===== src/rtl/mctrl_pkg.sv =====
// Shared definitions for the multicycle controller: FSM state encoding,
// instruction-field constants and the ALU operation codes consumed by the
// datapath.
package mctrl_pkg;

  typedef enum logic [2:0] {
    ST_IDLE,
    ST_FETCH,
    ST_DECODE,
    ST_EXEC,
    ST_MEM,
    ST_WB,
    ST_HALT
  } state_t;

  // IR[31:26]
  localparam logic [5:0] OP_RTYPE = 6'b000000;
  localparam logic [5:0] OP_LW    = 6'b100011;
  localparam logic [5:0] OP_SW    = 6'b101011;
  localparam logic [5:0] OP_ADDI  = 6'b001000;

  // IR[5:0] for R-type
  localparam logic [5:0] FN_AND = 6'b100100;
  localparam logic [5:0] FN_OR  = 6'b100101;
  localparam logic [5:0] FN_SLL = 6'b000000;
  localparam logic [5:0] FN_SRL = 6'b000010;
  localparam logic [5:0] FN_SUB = 6'b100010;
  localparam logic [5:0] FN_ADD = 6'b100000;

  // alucntrl encoding
  localparam logic [2:0] ALU_AND = 3'b000;
  localparam logic [2:0] ALU_OR  = 3'b001;
  localparam logic [2:0] ALU_SLL = 3'b010;
  localparam logic [2:0] ALU_SRL = 3'b011;
  localparam logic [2:0] ALU_SUB = 3'b100;
  localparam logic [2:0] ALU_ADD = 3'b101;

endpackage


===== src/rtl/mctrl_alu_decode.sv =====
// Combinational instruction decoder: maps (opcode, funct) to the ALU
// operation and datapath mux selects, and flags unsupported encodings.
module mctrl_alu_decode
  import mctrl_pkg::*;
(
  input  logic [5:0] opcode,
  input  logic [5:0] funct,
  output logic [2:0] alucntrl,
  output logic       alu_src,
  output logic       immsel,
  output logic       legal
);

  // Opcode/funct table lookup; unsupported encodings decode to all-zero controls.
  always_comb begin
    alucntrl = ALU_AND;
    alu_src  = 1'b0;
    immsel   = 1'b0;
    legal    = 1'b0;
    unique case (opcode)
      OP_RTYPE: begin
        legal = 1'b1;
        case (funct)
          FN_AND: alucntrl = ALU_AND;
          FN_OR:  alucntrl = ALU_OR;
          FN_SLL: begin
            alucntrl = ALU_SLL;
            alu_src  = 1'b1;
          end
          FN_SRL: begin
            alucntrl = ALU_SRL;
            alu_src  = 1'b1;
          end
          FN_SUB: alucntrl = ALU_SUB;
          FN_ADD: alucntrl = ALU_ADD;
          default: legal = 1'b0;
        endcase
      end
      OP_LW, OP_SW, OP_ADDI: begin
        alucntrl = ALU_ADD;
        alu_src  = 1'b1;
        immsel   = 1'b1;
        legal    = 1'b1;
      end
      default: legal = 1'b0;
    endcase
  end

endmodule


===== src/rtl/multicycle_ctrl.sv =====
// Multicycle datapath controller: sequences FETCH/DECODE/EXEC/MEM/WB with a
// ready handshake on every memory access and counts retired instructions.
// Optional feature macro: MCTRL_MEM_TIMEOUT_EN (bounded memory wait, sticky
// fault flag, HALT state left only by reset).
module multicycle_ctrl
  import mctrl_pkg::*;
#(
  parameter int unsigned CNT_W          = 32,
  parameter int unsigned TIMEOUT_CYCLES = 16
) (
  input  logic             clk,
  input  logic             reset,
  input  logic [5:0]       opcode,
  input  logic [5:0]       funct,
  input  logic             mem_ready,
  output logic             pc_write,
  output logic             ir_write,
  output logic             mem_read,
  output logic             mem_write,
  output logic             regWrite,
  output logic [2:0]       alucntrl,
  output logic             ALUsrc,
  output logic             memtoreg,
  output logic             immsel,
  output logic             illegal,
  output logic             fault,
  output logic [CNT_W-1:0] retired
);

  state_t     state;
  state_t     next_state;

  logic [2:0] dec_alu;
  logic       dec_src;
  logic       dec_imm;
  logic       dec_legal;
  logic       is_lw;
  logic       is_sw;
  logic       is_mem_op;
  logic       retire;
  logic       timeout;

  mctrl_alu_decode u_dec (
    .opcode   (opcode),
    .funct    (funct),
    .alucntrl (dec_alu),
    .alu_src  (dec_src),
    .immsel   (dec_imm),
    .legal    (dec_legal)
  );

  assign is_lw     = (opcode == OP_LW);
  assign is_sw     = (opcode == OP_SW);
  assign is_mem_op = is_lw || is_sw;

`ifdef MCTRL_MEM_TIMEOUT_EN
  localparam int unsigned WAIT_W = $clog2(TIMEOUT_CYCLES + 1);

  logic [WAIT_W-1:0] wait_cnt;
  logic              fault_q;
  logic              waiting;

  assign waiting = (state == ST_FETCH) || (state == ST_MEM);
  assign timeout = waiting && !mem_ready &&
                   (wait_cnt == WAIT_W'(TIMEOUT_CYCLES - 1));
  assign fault   = fault_q;

  // Wait counter: zero on any state change, counts while a wait state holds.
  always_ff @(posedge clk) begin
    if (reset) begin
      wait_cnt <= '0;
    end else if (!waiting || (next_state != state)) begin
      wait_cnt <= '0;
    end else begin
      wait_cnt <= wait_cnt + WAIT_W'(1);
    end
  end

  // Sticky fault flag, cleared only by reset.
  always_ff @(posedge clk) begin
    if (reset) begin
      fault_q <= 1'b0;
    end else if (timeout) begin
      fault_q <= 1'b1;
    end
  end
`else
  localparam int unsigned unused_timeout_cycles = TIMEOUT_CYCLES;

  assign timeout = 1'b0;
  assign fault   = 1'b0;
`endif

  // State register.
  always_ff @(posedge clk) begin
    if (reset) begin
      state <= ST_IDLE;
    end else begin
      state <= next_state;
    end
  end

  // Next-state logic.
  always_comb begin
    next_state = state;
    unique case (state)
      ST_IDLE:   next_state = ST_FETCH;
      ST_FETCH: begin
        if (mem_ready)    next_state = ST_DECODE;
        else if (timeout) next_state = ST_HALT;
      end
      ST_DECODE: next_state = ST_EXEC;
      ST_EXEC: begin
        if (!dec_legal)     next_state = ST_FETCH;
        else if (is_mem_op) next_state = ST_MEM;
        else                next_state = ST_WB;
      end
      ST_MEM: begin
        if (mem_ready)    next_state = is_sw ? ST_FETCH : ST_WB;
        else if (timeout) next_state = ST_HALT;
      end
      ST_WB:     next_state = ST_FETCH;
      ST_HALT:   next_state = ST_HALT;
      default:   next_state = ST_IDLE;
    endcase
  end

  // Output decode from state and the held instruction fields.
  always_comb begin
    pc_write  = 1'b0;
    ir_write  = 1'b0;
    mem_read  = 1'b0;
    mem_write = 1'b0;
    regWrite  = 1'b0;
    alucntrl  = ALU_AND;
    ALUsrc    = 1'b0;
    memtoreg  = 1'b0;
    immsel    = 1'b0;
    illegal   = 1'b0;
    unique case (state)
      ST_FETCH: begin
        mem_read = 1'b1;
        ir_write = mem_ready;
        pc_write = mem_ready;
      end
      ST_EXEC: begin
        alucntrl = dec_alu;
        ALUsrc   = dec_src;
        immsel   = dec_imm;
        illegal  = !dec_legal;
      end
      ST_MEM: begin
        alucntrl  = dec_alu;
        ALUsrc    = dec_src;
        immsel    = dec_imm;
        mem_read  = is_lw;
        mem_write = is_sw;
      end
      ST_WB: begin
        alucntrl = dec_alu;
        ALUsrc   = dec_src;
        immsel   = dec_imm;
        regWrite = 1'b1;
        memtoreg = is_lw;
      end
      default: ;
    endcase
  end

  // An instruction retires on the WB cycle or on SW completion in MEM.
  assign retire = (state == ST_WB) || ((state == ST_MEM) && mem_ready && is_sw);

  // Retired-instruction counter, wraps modulo 2^CNT_W.
  always_ff @(posedge clk) begin
    if (reset) begin
      retired <= '0;
    end else if (retire) begin
      retired <= retired + CNT_W'(1);
    end
  end

endmodule


===== config.mk =====
export PLATFORM = sky130hd
export DESIGN_NAME = multicycle_ctrl
export DESIGN_NICKNAME = d
export VERILOG_FILES = /design/src/rtl/mctrl_pkg.sv /design/src/rtl/mctrl_alu_decode.sv /design/src/rtl/multicycle_ctrl.sv
export SDC_FILE = /design/constraint.sdc
export NUM_CORES = 1
export LEC_CHECK = 0
export CAP_MARGIN = 0
export CORE_ASPECT_RATIO = 1.2
export CORE_MARGIN = 2
export CORE_UTILIZATION = 65
export DETAILED_ROUTE_END_ITERATION = 10
export DONT_BUFFER_PORTS = 1
export PLACE_DENSITY = 0.81
export SETUP_SLACK_MARGIN = 0.05
export SYNTH_ARGS = -nofsm -noshare
export SYNTH_HDL_FRONTEND = slang
export SYNTH_SLANG_ARGS = --single-unit
export TNS_END_PERCENT = 10

===== constraint.sdc =====
create_clock -name clk -period 4.2 [get_ports clk]
set_clock_uncertainty 0.05 [all_clocks]
set_input_delay 0.63 -clock clk [delete_from_list [all_inputs] [get_ports clk]]
set_output_delay 0.63 -clock clk [all_outputs]
set_load 0.01 [all_outputs]

==> run_results.csv, run 1 <==
group,metric,value,unit
route,routedWlPerCell,14.8,um
synthesis,synth_largest_type_area_fraction,0.368,
layout,layout-drive-gt1-share,0.0776,
sta,setup_violations,0,
synthesis,cell_type_with_the_largest_total_area_after_synthesis,"sky130_fd_sc_hd__dfxtp_1",
synthesis,synth_sequential_area_ratio,0.368,
synthesis,synth_fp_nets,252,
sta,slew-limit-headroom,0.621,
floorplan,die-area,0.00338,sq mm
synthesis,synth.lib_cells_used.distinct,38,
synthesis,synth.yosys.warnings,0,
sta,timing.hold.ws,0.305,ns
worst_hold_path,min_path_type,"input pin to flip-flop",
grt,maximum_number_of_pins_on_one_net_before_global_route_repair,38,
layout,fillerInstances,235,
worst_hold_path,whs_path_depth,1,
sta,setup_tns,0,ns
sta,finalCritPeriodShare,0.594,
floorplan,fp-row-count,21,
route,drt_wl_total,3930,um
floorplan,core_area,0.00279,sq mm
place,finalWeightedCongestion,0.928,
layout,layout.nets,248,
layout,final_util,0.707,
route,detailroute.via_count,1639,
clock_tree,cts-root-to-sink-buffers,2,
route,ant_nets,0,
floorplan,die_w,53.4,um
grt,wire_length_of_the_first_global_routing_pass,6540,um
critical_path,timing.critical_path.required,4.41,ns
clock_tree,cts-hold-fix-buffers,0,
clock_tree,cts-buffers-inserted,5,
clock_tree,h-tree-depth,2,
clock_tree,clk_latency,0.33,ns
layout,stdcell_count,266,
place,dp.cells,259,
sta,grt_setup_unrepaired,"false",
grt,groute.usage.overall,0.253,
sta,finalWorstSetupSlack,1.71,ns
grt,antenna_found_initial,0,
power,power.density_cell_area,300,mW/mm^2
place,buffer_ports.inserted,0,
floorplan,die_h,63.3,um
sta,time_the_final_worst_path_needs_with_i_o_delays_and_setup,2.49,ns
layout,area_growth,3.55,%
sta,report.final.hold_viol_count,0,
critical_path,critical_path.max_fanout,10,
synthesis,syn_area,0.00190,sq mm
layout,finish.instance_area,0.00197,sq mm
critical_path,element_type_at_the_critical_path_start,"flip-flop",
synthesis,dominantRegCellSynth,"sky130_fd_sc_hd__dfxtp_1",
place,postPlaceCellArea,0.00190,sq mm
critical_path,cp-end-kind,"flip-flop",
sta,max_freq,401,MHz
route,drt_iter0_markers,34,
clock_tree,clock-sinks,35,
layout,ant_diodes,0,
place,place_worst_setup_slack,1.76,ns
route,drc,0,
status,status,"finished, final reports clean",
critical_path,worst_ep_arrival_time,2.71,ns
synthesis,yosys_register_bits,35,
power,leakagePower,0.659,nW
clock_tree,cts.reportedPaths.clkPinSlew,0.10,ns
floorplan,io_pins,60,
clock_tree,cts_repair_resize_count,0,
synthesis,avgSynthCellArea,8.06,sq um
sta,worst-slew-pin-transition,0.566,ns
sta,final-max-slew-violation-count,0,
power,power,0.590,mW
synthesis,yosysMostFrequentCell,"sky130_fd_sc_hd__nor2_1",
floorplan,initial_utilization,0.683,
synthesis,syn_inst,236,
clock_tree,cts_tree,"built",
critical_path,kind_of_critical_path,"flip-flop to flip-flop",
clock_tree,cts.root.buffer_cell,"sky130_fd_sc_hd__clkbuf_4",
synthesis,synthTopCellsByArea,"sky130_fd_sc_hd__dfxtp_1 37%, sky130_fd_sc_hd__xnor2_1 11%, sky130_fd_sc_hd__nor2_1 7.7%, sky130_fd_sc_hd__nor4_1 4.3%, sky130_fd_sc_hd__nand4_1 3.0%",
synthesis,asyncSetResetFlopFracSynth,0,
job,drv_cap,0,
grt,grt_pass1_vias,1567,
route,drt-vias-per-instance,6.16,
route,first_pass_iters,4,
synthesis,synth-edff-count,0,
clock_tree,cts_setup_buffers,0,
critical_path,ff2ff_path_depth,5,
place,hpwlAfterDp,2920,um
power,max-vdd-ir-drop,0.214,mV
grt,globalRoute.totalOverflow,0,
synthesis,synthTopCellsByCount,"39 x sky130_fd_sc_hd__nor2_1, 35 x sky130_fd_sc_hd__dfxtp_1, 24 x sky130_fd_sc_hd__xnor2_1",
## logic make-up (layout without fill, tap and decap cells)
family / after synthesis / after routing / share of synthesized area
muxes: 2 / 2 / 0.0118
DFF: 35 / 35 / 0.368
and+or+nand+nor: 119 / 119 / 0.347
adders and majority gates: 1 / 1 / 0.00658
other: 1 / 1 / 0.00197
xor gates and xnor gates: 24 / 24 / 0.111
AOI/OAI and AO/OA: 30 / 30 / 0.0987
buffers and inverters: 24 / 20 / 0.0553
## path summary, 6_finish.rpt
| path | start | slack, ns | end |
|---|---|---|---|
| setup / recovery | retired[8] | 1.71 | retired[29] |
| hold / removal | reset | 0.30 | retired[27] |
| setup reg to reg | retired[8] | 1.71 | retired[29] |
| hold reg to reg | retired[29] | 0.51 | retired[29] |
## final cells by class
| type | count | area (sq um) | share of cell area |
|---|---|---|---|
| Inverter | 12 | 45.0 | 0.0229 |
| Multi-Input combinational cell | 177 | 1100 | 0.560 |
| Timing Repair Buffer | 1 | 7.51 | 0.00381 |
| Clock buffer | 6 | 41.3 | 0.0210 |
| Tap cell | 34 | 42.5 | 0.0216 |
| Clock inverter | 1 | 30.0 | 0.0152 |
| Sequential cell | 35 | 701 | 0.356 |
## metal layers
metal,part of all wire,vias to the layer above,routed length (um),track usage
li1,-,826,-,-
met1,0.43,750,1670,0.276
met2,0.50,57,1960,0.440
met3,0.061,6,241,0.0877
met4,0.014,0,56,0.0801
met5,0,-,0,0
## registers in the layout, indices dropped and copies added (netlist names)
signal / cells
state: 3
retired: 32
## cells in the final DEF, fill, tap and decap left out, types with 2 or more instances in the layout
cell and count:
sky130_fd_sc_hd__a21o_1 2, sky130_fd_sc_hd__a21oi_1 11, sky130_fd_sc_hd__a31o_2 3, sky130_fd_sc_hd__and3_1 2, sky130_fd_sc_hd__and4_1 4, sky130_fd_sc_hd__clkbuf_4 5
sky130_fd_sc_hd__dfxtp_1 35, sky130_fd_sc_hd__inv_1 12, sky130_fd_sc_hd__mux2_2 2, sky130_fd_sc_hd__nand2_1 13, sky130_fd_sc_hd__nand2b_1 3, sky130_fd_sc_hd__nand3_1 8
sky130_fd_sc_hd__nand4_1 9, sky130_fd_sc_hd__nor2_1 39, sky130_fd_sc_hd__nor2b_1 4, sky130_fd_sc_hd__nor3_1 8, sky130_fd_sc_hd__nor3b_1 2, sky130_fd_sc_hd__nor4_1 13
sky130_fd_sc_hd__nor4b_1 2, sky130_fd_sc_hd__o21ai_0 9, sky130_fd_sc_hd__or3_1 3, sky130_fd_sc_hd__or4_1 3, sky130_fd_sc_hd__xnor2_1 24
## critical path, cell delays in order (launching register included)
cell and delay (ns):
sky130_fd_sc_hd__dfxtp_1 0.51, sky130_fd_sc_hd__nand4_2 0.17, sky130_fd_sc_hd__or4_1 0.75, sky130_fd_sc_hd__or4_1 0.47
sky130_fd_sc_hd__or3_1 0.32, sky130_fd_sc_hd__a21oi_1 0.14
## power by group
group	total, mW	switching (mW)	internal (mW)
clock network	0.229	0.106	0.123
registers	0.336	0.00258	0.333
logic	0.0257	0.0173	0.00845
Note: power is estimated with default switching activity, not from simulation.
==> run 2: changes to the inputs <==
--- a/config.mk
+++ b/config.mk
@@ -8,10 +8,10 @@
 export CAP_MARGIN = 0
 export CORE_ASPECT_RATIO = 1.2
 export CORE_MARGIN = 2
-export CORE_UTILIZATION = 65
+export CORE_UTILIZATION = 56
 export DETAILED_ROUTE_END_ITERATION = 10
 export DONT_BUFFER_PORTS = 1
-export PLACE_DENSITY = 0.81
+export PLACE_DENSITY = 0.74
 export SETUP_SLACK_MARGIN = 0.05
 export SYNTH_ARGS = -nofsm -noshare
 export SYNTH_HDL_FRONTEND = slang
==> constraint.sdc (replaced) <==
create_clock -name clk -period 2.1 [get_ports clk]
set_clock_uncertainty 0.05 [all_clocks]
set_input_delay 0.315 -clock clk [delete_from_list [all_inputs] [get_ports clk]]
set_output_delay 0.315 -clock clk [all_outputs]
set_load 0.01 [all_outputs]
==> run 2 against run 1 <==
Effect of this change: maximum frequency up 23%; sequential power up 96%; non-clock buffer count up 29; critical endpoint unchanged; largest power group unchanged.
==> run_results.csv, run 2 (synthesized netlist as in run 1, its figures left out) <==
group,metric,value,unit
status,status,"finished, final reports clean",
clock_tree,h-tree-depth,2,
critical_path,critical_path.max_fanout,5,
critical_path,timing.critical_path.required,2.28,ns
sta,setup_tns,0,ns
sta,setup_violations,0,
clock_tree,cts-buffers-inserted,5,
power,power.clock.fraction,0.433,
place,place_worst_setup_slack,0.0668,ns
critical_path,cpMaxStageDelayCell,"sky130_fd_sc_hd__or4_4",
grt,wire_length_of_the_first_global_routing_pass,7210,um
worst_hold_path,whs_path_depth,1,
power,max-vdd-ir-drop,0.478,mV
power,power.switching_fraction,0.230,
sta,final-max-slew-violation-count,0,
clock_tree,clock-sinks,35,
job,drv_cap,0,
power,power,1.27,mW
layout,stdcell_count,299,
critical_path,ff2ff_path_depth,5,
power,leakagePower,0.844,nW
critical_path,critPathMaxStageDelay,0.53,ns
layout,final_common_cell,"sky130_fd_sc_hd__nor2_1",
route,drt_iter0_markers,90,
grt,antenna_found_initial,0,
layout,final_util,0.690,
critical_path,element_type_at_the_critical_path_start,"flip-flop",
layout,layout-drive-gt1-share,0.252,
layout,layout.nets,277,
sta,finalWorstSetupSlack,0.0707,ns
floorplan,initial_utilization,0.575,
critical_path,worst_ep_arrival_time,2.21,ns
power,power.density_cell_area,555,mW/mm^2
worst_hold_path,min_path_type,"input pin to flip-flop",
clock_tree,cts_setup_buffers,0,
power,cell_internal_pwr,0.975,mW
critical_path,worstPathCellList,"nand4_4 -> or4_4 -> or4_4 -> or3_4 -> a21oi_2",
layout,ant_diodes,0,
layout,top_reg_by_flops,"retired",
sta,report.final.hold_viol_count,0,
route,drt_wl_total,4300,um
place,postPlaceCellArea,0.00216,sq mm
critical_path,critical_path.most_common_cell,"sky130_fd_sc_hd__or4_4",
grt,grt_pass1_vias,1712,
sta,max_freq,493,MHz
floorplan,fp-row-count,23,
clock_tree,cts.root.buffer_cell,"sky130_fd_sc_hd__clkbuf_8",
route,routedWlPerCell,14.4,um
grt,groute.usage.overall,0.240,
power,power.switching,0.292,mW
sta,time_the_final_worst_path_needs_with_i_o_delays_and_setup,2.03,ns
clock_tree,clk_latency,0.29,ns
sta,finalCritPeriodShare,0.966,
route,detailroute.via_count,1736,
floorplan,die_w,57.2,um
grt,globalRoute.totalOverflow,0,
layout,most_frequent_cells_in_the_layout,"39 x sky130_fd_sc_hd__nor2_1, 30 x sky130_fd_sc_hd__buf_4, 24 x sky130_fd_sc_hd__xnor2_1",
place,finalWeightedCongestion,0.797,
floorplan,die_h,67.8,um
critical_path,cp-end-kind,"flip-flop",
grt,maximum_number_of_pins_on_one_net_before_global_route_repair,38,
layout,largest_register_ff_count,32,
route,drt-vias-per-instance,5.81,
floorplan,die-area,0.00388,sq mm
layout,area_growth,20.1,%
route,drc,0,
critical_path,worst-r2r-setup-slack,0.07,ns
power,power.combinational.fraction,0.048,
place,buffer_ports.inserted,0,
clock_tree,cts-root-to-sink-buffers,2,
route,first_pass_iters,4,
sta,timing.hold.ws,0.0267,ns
place,dp.cells,291,
route,ant_nets,0,
clock_tree,cts.reportedPaths.clkPinSlew,0.08,ns
floorplan,io_pins,60,
place,hpwlAfterDp,3150,um
critical_path,kind_of_critical_path,"flip-flop to flip-flop",
sta,grt_setup_unrepaired,"true",
floorplan,core_area,0.00331,sq mm
layout,finish.instance_area,0.00228,sq mm
power,p_seq_frac,0.520,
clock_tree,cts_tree,"built",
layout,layout_top_registers,"retired: 32 flops, state: 3 flops",
[run 2: cell types whose count changed in the layout (fill, tap and decap cells not counted), sizes merged]
| cell | change |
|---|---|
| buf | +29 |
| clkbuf | +1 |
| clkinvlp | +1 |
| bufinv | -1 |
[run 2: power groups by stage]
stage          sequential, mW  clock, mW  combinational [mW]
2_1_floorplan           0.673          0              0.0560
5_1_grt                 0.659      0.594              0.0670
4_1_cts                 0.658      0.563              0.0602
3_5_place_dp            0.674          0              0.0597
6_report                0.659      0.548              0.0607
3_3_place_gp            0.674          0              0.0582
[run 2: cell type report]
cell class | instances | area [sq um]
well taps | 37 | 46.3
clock buffers | 7 | 96.3
multi-input cells | 177 | 1130
repair buffers | 30 | 225
clock inverters | 1 | 7.51
fillers | 279 | 1020
inverters | 12 | 45.0
flip-flops and latches | 35 | 737
[run 2: critical path: cells and delay by family, from the launching register on]
family | cells | cell delay, ns
AND/OR/NAND/NOR | 4 | 1.41
AO/OA/AOI/OAI | 1 | 0.11
flip-flops | 1 | 0.40
[run 2: final timing paths]
check | startpoint | end
setup / recovery | retired[9] | retired[29]
hold / removal | reset | retired[29]
setup reg to reg | retired[9] | retired[29]
hold reg to reg | retired[6] | retired[6]
[run 2: per-layer routing]
metal | vias up | global-route usage | wire length, um
met5 | - | 0 | 0
met4 | 0 | 0.110 | 76
met3 | 6 | 0.0813 | 273
met2 | 37 | 0.440 | 2200
met1 | 811 | 0.249 | 1740
li1 | 882 | - | -
[run 2: repair_timing]
| action | CTS | global route |
|---|---|---|
| setup endpoints to repair | 1 | 6 |
| endpoints found under the hold margin | 0 | 0 |
| pin swaps | 0 | 1 |
| hold buffers | 0 | 0 |
| gates cloned | 0 | 0 |
| gates resized for setup | 1 | 4 |
==> run 3: changes to the inputs <==
--- a/config.mk
+++ b/config.mk
@@ -8,10 +8,10 @@
 export CAP_MARGIN = 0
 export CORE_ASPECT_RATIO = 1.2
 export CORE_MARGIN = 2
-export CORE_UTILIZATION = 56
+export CORE_UTILIZATION = 65
 export DETAILED_ROUTE_END_ITERATION = 10
 export DONT_BUFFER_PORTS = 1
-export PLACE_DENSITY = 0.74
+export PLACE_DENSITY = 0.81
 export SETUP_SLACK_MARGIN = 0.05
 export SYNTH_ARGS = -nofsm -noshare
 export SYNTH_HDL_FRONTEND = slang
==> constraint.sdc (replaced) <==
create_clock -name clk -period 2.6 [get_ports clk]
set_clock_uncertainty 0.05 [all_clocks]
set_input_delay 0.39 -clock clk [delete_from_list [all_inputs] [get_ports clk]]
set_output_delay 0.39 -clock clk [all_outputs]
set_load 0.01 [all_outputs]
==> run 3 against run 2 <==
Effect of this change: maximum frequency shrank 12%; wire length shrank 5.9%; core utilization grew 2.8 points; power shrank 30%; worst hold slack gained 0.035 ns; combinational power shrank 32%; critical path depth is the same; first-iteration DRC count shrank 53%; sequential power shrank 18%; critical path type unchanged; critical endpoint unchanged.
==> run_results.csv, run 3 (synthesized netlist as in run 1, its figures left out) <==
group,metric,value,unit
grt,groute.usage.overall,0.269,
layout,layout-drive-gt1-share,0.105,
clock_tree,cts_tree,"built",
critical_path,cpMaxStageDelayCell,"sky130_fd_sc_hd__or4_1",
sta,report.final.hold_viol_count,0,
critical_path,cp-end-kind,"flip-flop",
route,drt_wl_total,4040,um
critical_path,worst-r2r-setup-slack,0.30,ns
sta,worst-slew-pin-transition,0.497,ns
layout,layout_top_registers,"retired: 32 flops, state: 3 flops",
grt,antenna_found_initial,0,
grt,wire_length_of_the_first_global_routing_pass,6960,um
worst_hold_path,worstHoldEndpoint,"retired[27]",
floorplan,core_area,0.00279,sq mm
critical_path,ff2ff_path_depth,5,
sta,setup_tns,0,ns
critical_path,critical_path.most_common_cell,"sky130_fd_sc_hd__or4_1",
grt,globalRoute.totalOverflow,0,
sta,time_the_final_worst_path_needs_with_i_o_delays_and_setup,2.30,ns
clock_tree,cts-buffers-inserted,5,
place,buffer_ports.inserted,0,
critical_path,element_type_at_the_critical_path_start,"flip-flop",
power,max-vdd-ir-drop,0.389,mV
clock_tree,cts-root-to-sink-buffers,2,
clock_tree,cts-hold-fix-buffers,0,
worst_hold_path,min_path_type,"input pin to flip-flop",
floorplan,io_pins,60,
worst_hold_path,hold_start,"reset",
layout,largest_register_ff_count,32,
layout,final_common_cell,"sky130_fd_sc_hd__nor2_1",
sta,timing.hold.ws,0.0613,ns
floorplan,initial_utilization,0.683,
place,finalWeightedCongestion,0.870,
critical_path,worst_ep_arrival_time,2.52,ns
layout,most_frequent_cells_in_the_layout,"39 x sky130_fd_sc_hd__nor2_1, 35 x sky130_fd_sc_hd__dfxtp_1, 24 x sky130_fd_sc_hd__xnor2_1",
layout,layout.nets,254,
layout,ant_diodes,0,
floorplan,fp-row-count,21,
sta,setup_violations,0,
sta,max_freq,435,MHz
route,ant_nets,0,
route,drt_iter0_markers,42,
route,first_pass_iters,5,
route,detailroute.via_count,1700,
clock_tree,h-tree-depth,2,
layout,area_growth,5.13,%
clock_tree,cts.root.buffer_cell,"sky130_fd_sc_hd__clkbuf_4",
critical_path,worstPathCellList,"nand4_4 -> or4_1 -> or4_1 -> or3_1 -> a21oi_1",
clock_tree,cts_repair_resize_count,0,
layout,top_reg_by_flops,"retired",
clock_tree,cts_setup_buffers,0,
route,drc,0,
sta,slew-limit-headroom,0.666,
route,routedWlPerCell,14.9,um
layout,fillerInstances,220,
power,power.density_cell_area,443,mW/mm^2
critical_path,critPathMaxStageDelay,0.57,ns
critical_path,critical_path.max_fanout,9,
power,leakagePower,0.684,nW
floorplan,die_w,53.4,um
clock_tree,clock-sinks,35,
floorplan,die-area,0.00338,sq mm
grt,maximum_number_of_pins_on_one_net_before_global_route_repair,38,
clock_tree,clk_latency,0.34,ns
status,status,"finished, final reports clean",
critical_path,regToRegEndpoint,"retired[29]",
sta,finalCritPeriodShare,0.885,
sta,grt_setup_unrepaired,"false",
worst_hold_path,whs_path_depth,1,
place,dp.cells,265,
route,drt-vias-per-instance,6.25,
place,hpwlAfterDp,3030,um
critical_path,crit-reg2reg-launch,"retired[3]",
clock_tree,cts.reportedPaths.clkPinSlew,0.11,ns
job,drv_cap,0,
layout,stdcell_count,272,
critical_path,timing.critical_path.required,2.82,ns
critical_path,path_buf_inv,0,
critical_path,critical_path.top_delay_family,"simple AND/OR/NAND/NOR gates",
floorplan,die_h,63.3,um
critical_path,kind_of_critical_path,"flip-flop to flip-flop",
sta,final-max-slew-violation-count,0,
grt,grt_pass1_vias,1683,
-- run 3: changes by cell type in the layout (fill, tap and decap cells not counted), moves of 2 or more --
cell	before	now
sky130_fd_sc_hd__dfxtp_2	5	0
sky130_fd_sc_hd__dfxtp_1	22	35
sky130_fd_sc_hd__or4_1	1	3
sky130_fd_sc_hd__clkbuf_4	0	5
sky130_fd_sc_hd__dfxtp_4	8	0
sky130_fd_sc_hd__clkbuf_8	7	1
sky130_fd_sc_hd__or4_4	2	0
sky130_fd_sc_hd__buf_4	30	7
-- run 3: through the flow --
stage	utilization	instance area [sq um]	power, mW	worst slack (ns)
2_1_floorplan	-	1900	0.597	0.384
5_1_grt	0.718	2000	0.922	0.186
3_5_place_dp	0.698	1940	0.596	0.305
3_3_place_gp	0.698	1940	0.594	0.394
6_report	0.718	2000	0.886	0.299
4_1_cts	0.718	2000	0.892	0.287
-- run 3: how the worst max path moves through the flow --
stage	startpoint	endpoint	cells after the start
6_report	retired[3]	retired[29]	5
5_1_grt	retired[3]	retired[29]	5
4_1_cts	retired[3]	retired[29]	5
3_5_place_dp	retired[4]	retired[29]	5
3_3_place_gp	retired[4]	retired[29]	5
2_1_floorplan	retired[8]	retired[29]	6
-- run 3: power breakdown --
part	internal [mW]	switching [mW]	leakage, nW
clock network	0.125	0.177	0.0341
registers	0.538	0.00378	0.282
logic	0.0137	0.0278	0.367
total	0.677	0.209	0.684
-- run 3: area by class of cell --
class	instances	area (sq um)	area share
multi-input cells	177	1100	0.551
flip-flops and latches	35	701	0.350
repair buffers	7	52.6	0.0263
clock buffers	6	51.3	0.0257
inverters	12	45.0	0.0225
well taps	34	42.5	0.0213
clock inverters	1	5.00	0.00250
-- run 3: per-layer routing --
layer / up-vias / routed length [um] / GRT usage / part of all wire
li1: 841 / - / - / -
met5: - / 0 / 0 / 0
met1: 799 / 1610 / 0.286 / 0.40
met2: 54 / 2140 / 0.485 / 0.53
met3: 6 / 246 / 0.0853 / 0.061
met4: 0 / 43 / 0.0769 / 0.011
